`src/rtl/apb_i2c_protocol_monitor.sv`:
```
// Passive APB slave-port and I2C-pad monitor: tracks APB phase order, latches sticky
// protocol violations, counts transfers/wait states and checks SDA/SCL drop after a disable write.
module apb_i2c_protocol_monitor #(
  parameter int ADDR_W    = 8,
  parameter int DATA_W    = 8,
  parameter int CTRL_ADDR = 4,
  parameter int EN_BIT    = 7,
  parameter int TIMEOUT   = 16,
  parameter int BUS_LAT   = 2,
  parameter int CNT_W     = 16
) (
  input  logic              pclk,
  input  logic              preset,
  input  logic              psel,
  input  logic              penable,
  input  logic              pwrite,
  input  logic [ADDR_W-1:0] paddr,
  input  logic [DATA_W-1:0] pwdata,
  input  logic              pready,
  input  logic              sda_io,
  input  logic              scl_io,
  input  logic              clr_i,
  output logic              err_setup_o,
  output logic              err_stable_o,
  output logic              err_timeout_o,
  output logic              err_bus_o,
  output logic [CNT_W-1:0]  xfer_cnt_o,
  output logic [CNT_W-1:0]  wait_cnt_o,
  output logic [1:0]        state_o
);

  // Handshake: a transfer completes in the first ACCESS-state cycle with pready=1;
  // every ACCESS-state cycle with pready=0 is one wait state.
  typedef enum logic [1:0] {
    ST_IDLE   = 2'd0,
    ST_SETUP  = 2'd1,
    ST_ACCESS = 2'd2
  } state_e;

  localparam int TW = $clog2(TIMEOUT + 1);
  localparam int BW = $clog2(BUS_LAT + 1);

  state_e              state_q, state_d;
  logic [ADDR_W-1:0]   cap_addr_q, cap_addr_d;
  logic                cap_write_q, cap_write_d;
  logic [DATA_W-1:0]   cap_data_q, cap_data_d;
  logic [TW-1:0]       wait_ctr_q, wait_ctr_d;
  logic [TW-1:0]       wait_inc;
  logic [BW-1:0]       win_q, win_d;
  logic                err_setup_q, err_setup_d;
  logic                err_stable_q, err_stable_d;
  logic                err_timeout_q, err_timeout_d;
  logic                err_bus_q, err_bus_d;
  logic [CNT_W-1:0]    xfer_cnt_q, xfer_cnt_d;
  logic [CNT_W-1:0]    wait_cnt_q, wait_cnt_d;

  logic setup_ev, stable_ev, timeout_ev, bus_ev, xfer_ev, wait_ev, arm_ev;
  logic ctrl_changed;

  assign wait_inc = wait_ctr_q + TW'(1);

  // Only write data is held stable for a write; read data lines are don't-care.
  assign ctrl_changed = ~psel
                      | (paddr  != cap_addr_q)
                      | (pwrite != cap_write_q)
                      | (cap_write_q & (pwdata != cap_data_q));

  always_comb begin
    state_d     = state_q;
    cap_addr_d  = cap_addr_q;
    cap_write_d = cap_write_q;
    cap_data_d  = cap_data_q;
    wait_ctr_d  = wait_ctr_q;
    setup_ev    = 1'b0;
    stable_ev   = 1'b0;
    timeout_ev  = 1'b0;
    xfer_ev     = 1'b0;
    wait_ev     = 1'b0;
    arm_ev      = 1'b0;
    case (state_q)
      ST_IDLE: begin
        if (psel && !penable) begin
          state_d     = ST_SETUP;
          cap_addr_d  = paddr;
          cap_write_d = pwrite;
          cap_data_d  = pwdata;
        end else if (psel && penable) begin
          setup_ev = 1'b1;
        end
      end
      ST_SETUP: begin
        if (psel && penable) begin
          state_d    = ST_ACCESS;
          wait_ctr_d = '0;
        end else begin
          setup_ev = 1'b1;
          state_d  = ST_IDLE;
        end
      end
      ST_ACCESS: begin
        if (pready) begin
          xfer_ev    = 1'b1;
          wait_ctr_d = '0;
          arm_ev     = cap_write_q && (cap_addr_q == ADDR_W'(CTRL_ADDR)) && !cap_data_q[EN_BIT];
          if (psel && !penable) begin
            state_d     = ST_SETUP;
            cap_addr_d  = paddr;
            cap_write_d = pwrite;
            cap_data_d  = pwdata;
          end else begin
            state_d = ST_IDLE;
          end
        end else begin
          wait_ev   = 1'b1;
          stable_ev = ctrl_changed;
          if (wait_inc == TW'(TIMEOUT)) begin
            timeout_ev = 1'b1;
            state_d    = ST_IDLE;
            wait_ctr_d = '0;
          end else begin
            wait_ctr_d = wait_inc;
          end
        end
      end
      default: state_d = ST_IDLE;
    endcase
  end

  // Window counts the remaining sample cycles; a re-arm restarts it from BUS_LAT.
  always_comb begin
    win_d  = win_q;
    bus_ev = 1'b0;
    if (arm_ev) begin
      win_d = BW'(BUS_LAT);
    end else if (win_q != '0) begin
      if (!sda_io && !scl_io) begin
        win_d = '0;
      end else if (win_q == BW'(1)) begin
        bus_ev = 1'b1;
        win_d  = '0;
      end else begin
        win_d = win_q - BW'(1);
      end
    end
  end

  // A new event in the clear cycle still registers.
  always_comb begin
    err_setup_d   = setup_ev   | (~clr_i & err_setup_q);
    err_stable_d  = stable_ev  | (~clr_i & err_stable_q);
    err_timeout_d = timeout_ev | (~clr_i & err_timeout_q);
    err_bus_d     = bus_ev     | (~clr_i & err_bus_q);

    xfer_cnt_d = xfer_cnt_q;
    if (clr_i) begin
      xfer_cnt_d = xfer_ev ? CNT_W'(1) : '0;
    end else if (xfer_ev && !(&xfer_cnt_q)) begin
      xfer_cnt_d = xfer_cnt_q + CNT_W'(1);
    end

    wait_cnt_d = wait_cnt_q;
    if (clr_i) begin
      wait_cnt_d = wait_ev ? CNT_W'(1) : '0;
    end else if (wait_ev && !(&wait_cnt_q)) begin
      wait_cnt_d = wait_cnt_q + CNT_W'(1);
    end
  end

  always_ff @(posedge pclk or posedge preset) begin
    if (preset) begin
      state_q       <= ST_IDLE;
      cap_addr_q    <= '0;
      cap_write_q   <= 1'b0;
      cap_data_q    <= '0;
      wait_ctr_q    <= '0;
      win_q         <= '0;
      err_setup_q   <= 1'b0;
      err_stable_q  <= 1'b0;
      err_timeout_q <= 1'b0;
      err_bus_q     <= 1'b0;
      xfer_cnt_q    <= '0;
      wait_cnt_q    <= '0;
    end else begin
      state_q       <= state_d;
      cap_addr_q    <= cap_addr_d;
      cap_write_q   <= cap_write_d;
      cap_data_q    <= cap_data_d;
      wait_ctr_q    <= wait_ctr_d;
      win_q         <= win_d;
      err_setup_q   <= err_setup_d;
      err_stable_q  <= err_stable_d;
      err_timeout_q <= err_timeout_d;
      err_bus_q     <= err_bus_d;
      xfer_cnt_q    <= xfer_cnt_d;
      wait_cnt_q    <= wait_cnt_d;
    end
  end

  assign err_setup_o   = err_setup_q;
  assign err_stable_o  = err_stable_q;
  assign err_timeout_o = err_timeout_q;
  assign err_bus_o     = err_bus_q;
  assign xfer_cnt_o    = xfer_cnt_q;
  assign wait_cnt_o    = wait_cnt_q;
  assign state_o       = state_q;

endmodule

```
`config.mk`:
```
export PLATFORM = sky130hd
export DESIGN_NAME = apb_i2c_protocol_monitor
export DESIGN_NICKNAME = d
export VERILOG_FILES = /design/src/rtl/apb_i2c_protocol_monitor.sv
export SDC_FILE = /design/constraint.sdc
export NUM_CORES = 1
export LEC_CHECK = 0
export ABC_AREA = 1
export CORE_MARGIN = 2
export CORE_UTILIZATION = 25
export DETAILED_ROUTE_END_ITERATION = 8
export SKIP_LAST_GASP = 1
export SYNTH_ARGS = -nofsm -noshare
export SYNTH_HDL_FRONTEND = slang
export SYNTH_SLANG_ARGS = --single-unit
```
`constraint.sdc`:
```
create_clock -name pclk -period 2.8 [get_ports pclk]
set_clock_uncertainty 0.05 [all_clocks]
set_input_delay 0.28 -clock pclk [delete_from_list [all_inputs] [get_ports pclk]]
set_output_delay 0.28 -clock pclk [all_outputs]
set_load 0.02 [all_outputs]
```
==> impl_summary.md <==
Pwr
Dividing total power by cell area gives a power density of around 530 nW/um^2. The design draws 2500 uW. The leakage power is 0.00212 uW. The worst supply voltage drop on vdd is 0.000273 V.

Floorplanning
The standard-cell row count is 43. The I/O pin count is 63. The die outline height is approximately 120 microns. Measured along the x axis, the die boundary spans 123 microns. The die covers around 15000 sq um.

Once the floorplan was initialized, standard cells occupied 25.6% of the core. The area inside the core boundary is 13900 sq um.

Route
The average detailed-routed wire length per instance is between 10 and 15 microns. After detailed routing, the number of vias per cell comes to 4.56. For this block, the initial DRC count from the detailed router was 188.

Across all layers, the routed design uses 3364 vias. The first detailed-routing pass ran for 4 iterations. The final wirelength is 9.02 mm. The remaining routing DRC violations is 0. The remaining number of nets flagged by the antenna check after routing is 0.

Timing
The post-route minimum period is 2.10 ns. The count of pins over their slew limit was 0. The worst slew slack as a fraction of its limit is between 60% and 70%. For this run, the top clock speed supported by timing is ~480 MHz. Dividing the final minimum period by the clock period gives about three quarters.

Setup repair after global routing left no endpoint under its margin. The final setup TNS is 0 ns. The number of endpoints with negative hold slack in the final report is 0. At the pin with the least slew margin, the transition time is 0.547 ns. The hold slack is 0.255 ns.

The total setup violations reported at the end of the flow is 0.

Synthesis
The dominant combinational cell family by area after synthesis is simple AND/OR/NAND/NOR gates. The compound-gate portion of the synthesized area is 9.05%. The Yosys step of the flow raised 0 warnings. The area share of and/or/nand/nor cells after synthesis is 33.2%. After Yosys synthesis, XOR and XNOR cells account for ~4.7% of the synthesized area.

The post-synthesis mux area share is 0%. A synthesized cell averages 7.37 sq um. The sequential share of the synthesized area is 43.5%. The flop and latch count out of synthesis is 62.

Of the total synthesized cell area, the portion taken by full adders, half adders and majority gates is 1.75%. The combined area of all synthesized cells is between 3000 and 4000 sq um. Synthesis instantiated 30 different standard cells from the library. The net count of the mapped netlist is 514. The cell count after synthesis is 484.

GRT
The total congestion overflow after global routing is 0. The initial antenna violation count came to 0. The via count of the first global-routing pass is 3132. The first global-routing pass estimated 14.8 mm of wire. Entering global routing, the biggest net connects 42 pins.

Global routing used 12.5% of the available tracks.

Clock network
Counting every sink on the clock net gives 62. The longest clock path from root to sink contains 2 buffers. The clock latency on the worst-skew pair is 0.33 ns. The H-tree depth is 3.

Once the clock tree was built, the resizer swapped 0 gates to a different size. The clock transition at the registers of the reported paths is 0.05 ns. The number of buffers created by CTS is 9. TritonCTS built the clock tree. The post-cts hold buffer count is 0. Buffers added to address setup during post-CTS repair amount to 0. The tree is rooted in a sky130_fd_sc_hd__clkbuf_16.

Worst setup path
The launching point of the worst reg2reg path is xfer_cnt_o[0]. The cell repeated most along the worst path is sky130_fd_sc_hd__nor2_1. For the worst flop-to-flop path, the logic depth is 10. The worst setup path is of the flop to flop kind.

The critical path goes through ha_1 -> nand2_1 -> nor2_1 -> nand3_1 -> nor2_1 -> nor2_1 -> buf_4 -> nor2_4 -> inv_2 -> o21ai_0. For this run, the slowest stage of the critical path takes 0.47 ns. The slowest cell on the critical path is sky130_fd_sc_hd__dfrtp_1. The worst path buffer plus inverter count is 2. The required time at the worst-slack endpoint is 3.00 ns. The arrival time of the worst setup path is 2.29 ns. The worst setup path is launched from a flop.

Along the worst path, the maximum fanout reaches 11. The worst setup path is captured at a flop. The depth of the critical timing path with buffers and inverters included is 10. The most critical setup path has its startpoint at xfer_cnt_o[0]. The kind of cell adding the most delay to the critical path is simple AND/OR/NAND/NOR gates.

Final layout
The library cell used most frequently in the layout, excluding fill and tap cells, is sky130_fd_sc_hd__nand2_1. The top cell types in the final layout, fill and taps aside, are sky130_fd_sc_hd__nand2_1, sky130_fd_sc_hd__dfrtp_1, sky130_fd_sc_hd__clkdlybuf4s50_1. The antenna diode count is 0.

The fill cell instance count of the final layout is 1475. From synthesis to final layout, the design area changed by 31.7%. For this run, the post-layout net count is 583. Of the cells placed in the final design, the portion with a size suffix greater than 1 is 6.27%. The summed area of non-filler cells in the final layout is between 4000 and 5000 sq um.

Run
Across the run, the number of max-cap violations was 0.

Run status
The flow ran to the end, and the final reports show no timing, DRC or antenna violations.

Placed design
The total of buffers placed on input and output ports is 62. At the end of routability-driven placement, the weighted congestion stood at 0.821. The cell area reported after detailed placement is 4420 sq um. Once detailed placement completed, the half-perimeter wirelength came to slightly below 7 mm.

Hold path
In this run the worst hold path is classified as input pin to async pin.
==> power by group <==
group	leakage [uW]	internal [uW]	switching, uW	total, uW
sequential	0.000830	975	57.6	1030
combinational	0.00115	166	217	383
clock	0.000143	683	403	1090
==> routing by layer <==
metal | up-vias | GRT usage, % | routed length, microns
li1 | 1696 | - | -
met1 | 1575 | 16.2 | 4280
met2 | 82 | 19.5 | 4160
met3 | 11 | 3.46 | 449
met4 | 0 | 5.18 | 129
met5 | - | 0 | 0
==> through the flow <==
stage | utilization (%) | instances | setup WS (ns)
floorplan | - | 484 | 0.929
global placement | 31.7 | 722 | 0.667
detailed placement | 31.7 | 722 | 0.657
CTS | 33.7 | 738 | 0.644
global route | 33.7 | 738 | 0.449
finish | 33.7 | 738 | 0.703
==> cell type report <==
cell class / count / area, sq um / area share [%]
multi-input combinational: 351 / 1740 / 37.0
sequential: 62 / 1550 / 33.0
timing repair buffer: 67 / 671 / 14.3
clock buffer: 11 / 233 / 4.95
inverter: 62 / 233 / 4.95
tap: 180 / 225 / 4.79
clock inverter: 5 / 50.0 / 1.06
==> cell families (layout without fill, tap and decap cells) <==
| group | after synthesis | count (layout) |
|---|---|---|
| AO/OA/AOI/OAI | 59 | 59 |
| buffers and inverters | 71 | 145 |
| AND/OR/NAND/NOR | 268 | 268 |
| flip-flops | 62 | 62 |
| adder cells (fa/ha/maj) | 5 | 5 |
| XOR/XNOR | 19 | 19 |
==> worst reg2reg max path: stages, from the launching register on <==
cell and delay, ns:
sky130_fd_sc_hd__dfrtp_1 0.47, sky130_fd_sc_hd__ha_1 0.24, sky130_fd_sc_hd__nand2_1 0.08, sky130_fd_sc_hd__nor2_1 0.15, sky130_fd_sc_hd__nand3_1 0.14, sky130_fd_sc_hd__nor2_1 0.17
sky130_fd_sc_hd__nor2_1 0.06, sky130_fd_sc_hd__buf_4 0.18, sky130_fd_sc_hd__nor2_4 0.21, sky130_fd_sc_hd__inv_2 0.10, sky130_fd_sc_hd__o21ai_0 0.16
==> sequential cells by signal, indices dropped and copies added (netlist names) <==
| name | cells |
|---|---|
| state_o | 2 |
| wait_ctr_q | 5 |
| cap_data_q | 8 |
| xfer_cnt_o | 16 |
| err_stable_o | 1 |
| win_q | 2 |
| cap_write_q | 1 |
| err_bus_o | 1 |
| err_timeout_o | 1 |
| err_setup_o | 1 |
| wait_cnt_o | 16 |
| cap_addr_q | 8 |
==> cell usage after synthesis, drive strengths merged <==
cell type	number	area share (%)
xor2	13	3.2
a22o	1	0.25
nor2	59	7.8
nand3	37	5.3
a21oi	7	0.98
dfrtp	62	43
nor3	8	1.4
o31ai	4	0.84
buf	5	0.88
inv	62	6.5
ha	5	1.8
nand4	18	3.2
or2	2	0.35
o22ai	1	0.18
a22oi	1	0.21
a31o	1	0.25
nand2	144	15
clkbuf	4	0.42
o21bai	1	0.21
o221ai	1	0.25
xnor2	6	1.5
o21ai	42	5.9
==> path summary, 6_finish.rpt <==
path | endpoint | slack, ns
max in group asynchronous | xfer_cnt_o[3] | 1.83
worst min-delay path | cap_addr_q[2] | 0.26
worst max register to register | xfer_cnt_o[7] | 0.70
worst max-delay path | xfer_cnt_o[7] | 0.70
worst min register to register | err_bus_o | 0.43
min in group pclk | err_bus_o | 0.43
(Power assumes the default switching activity.)
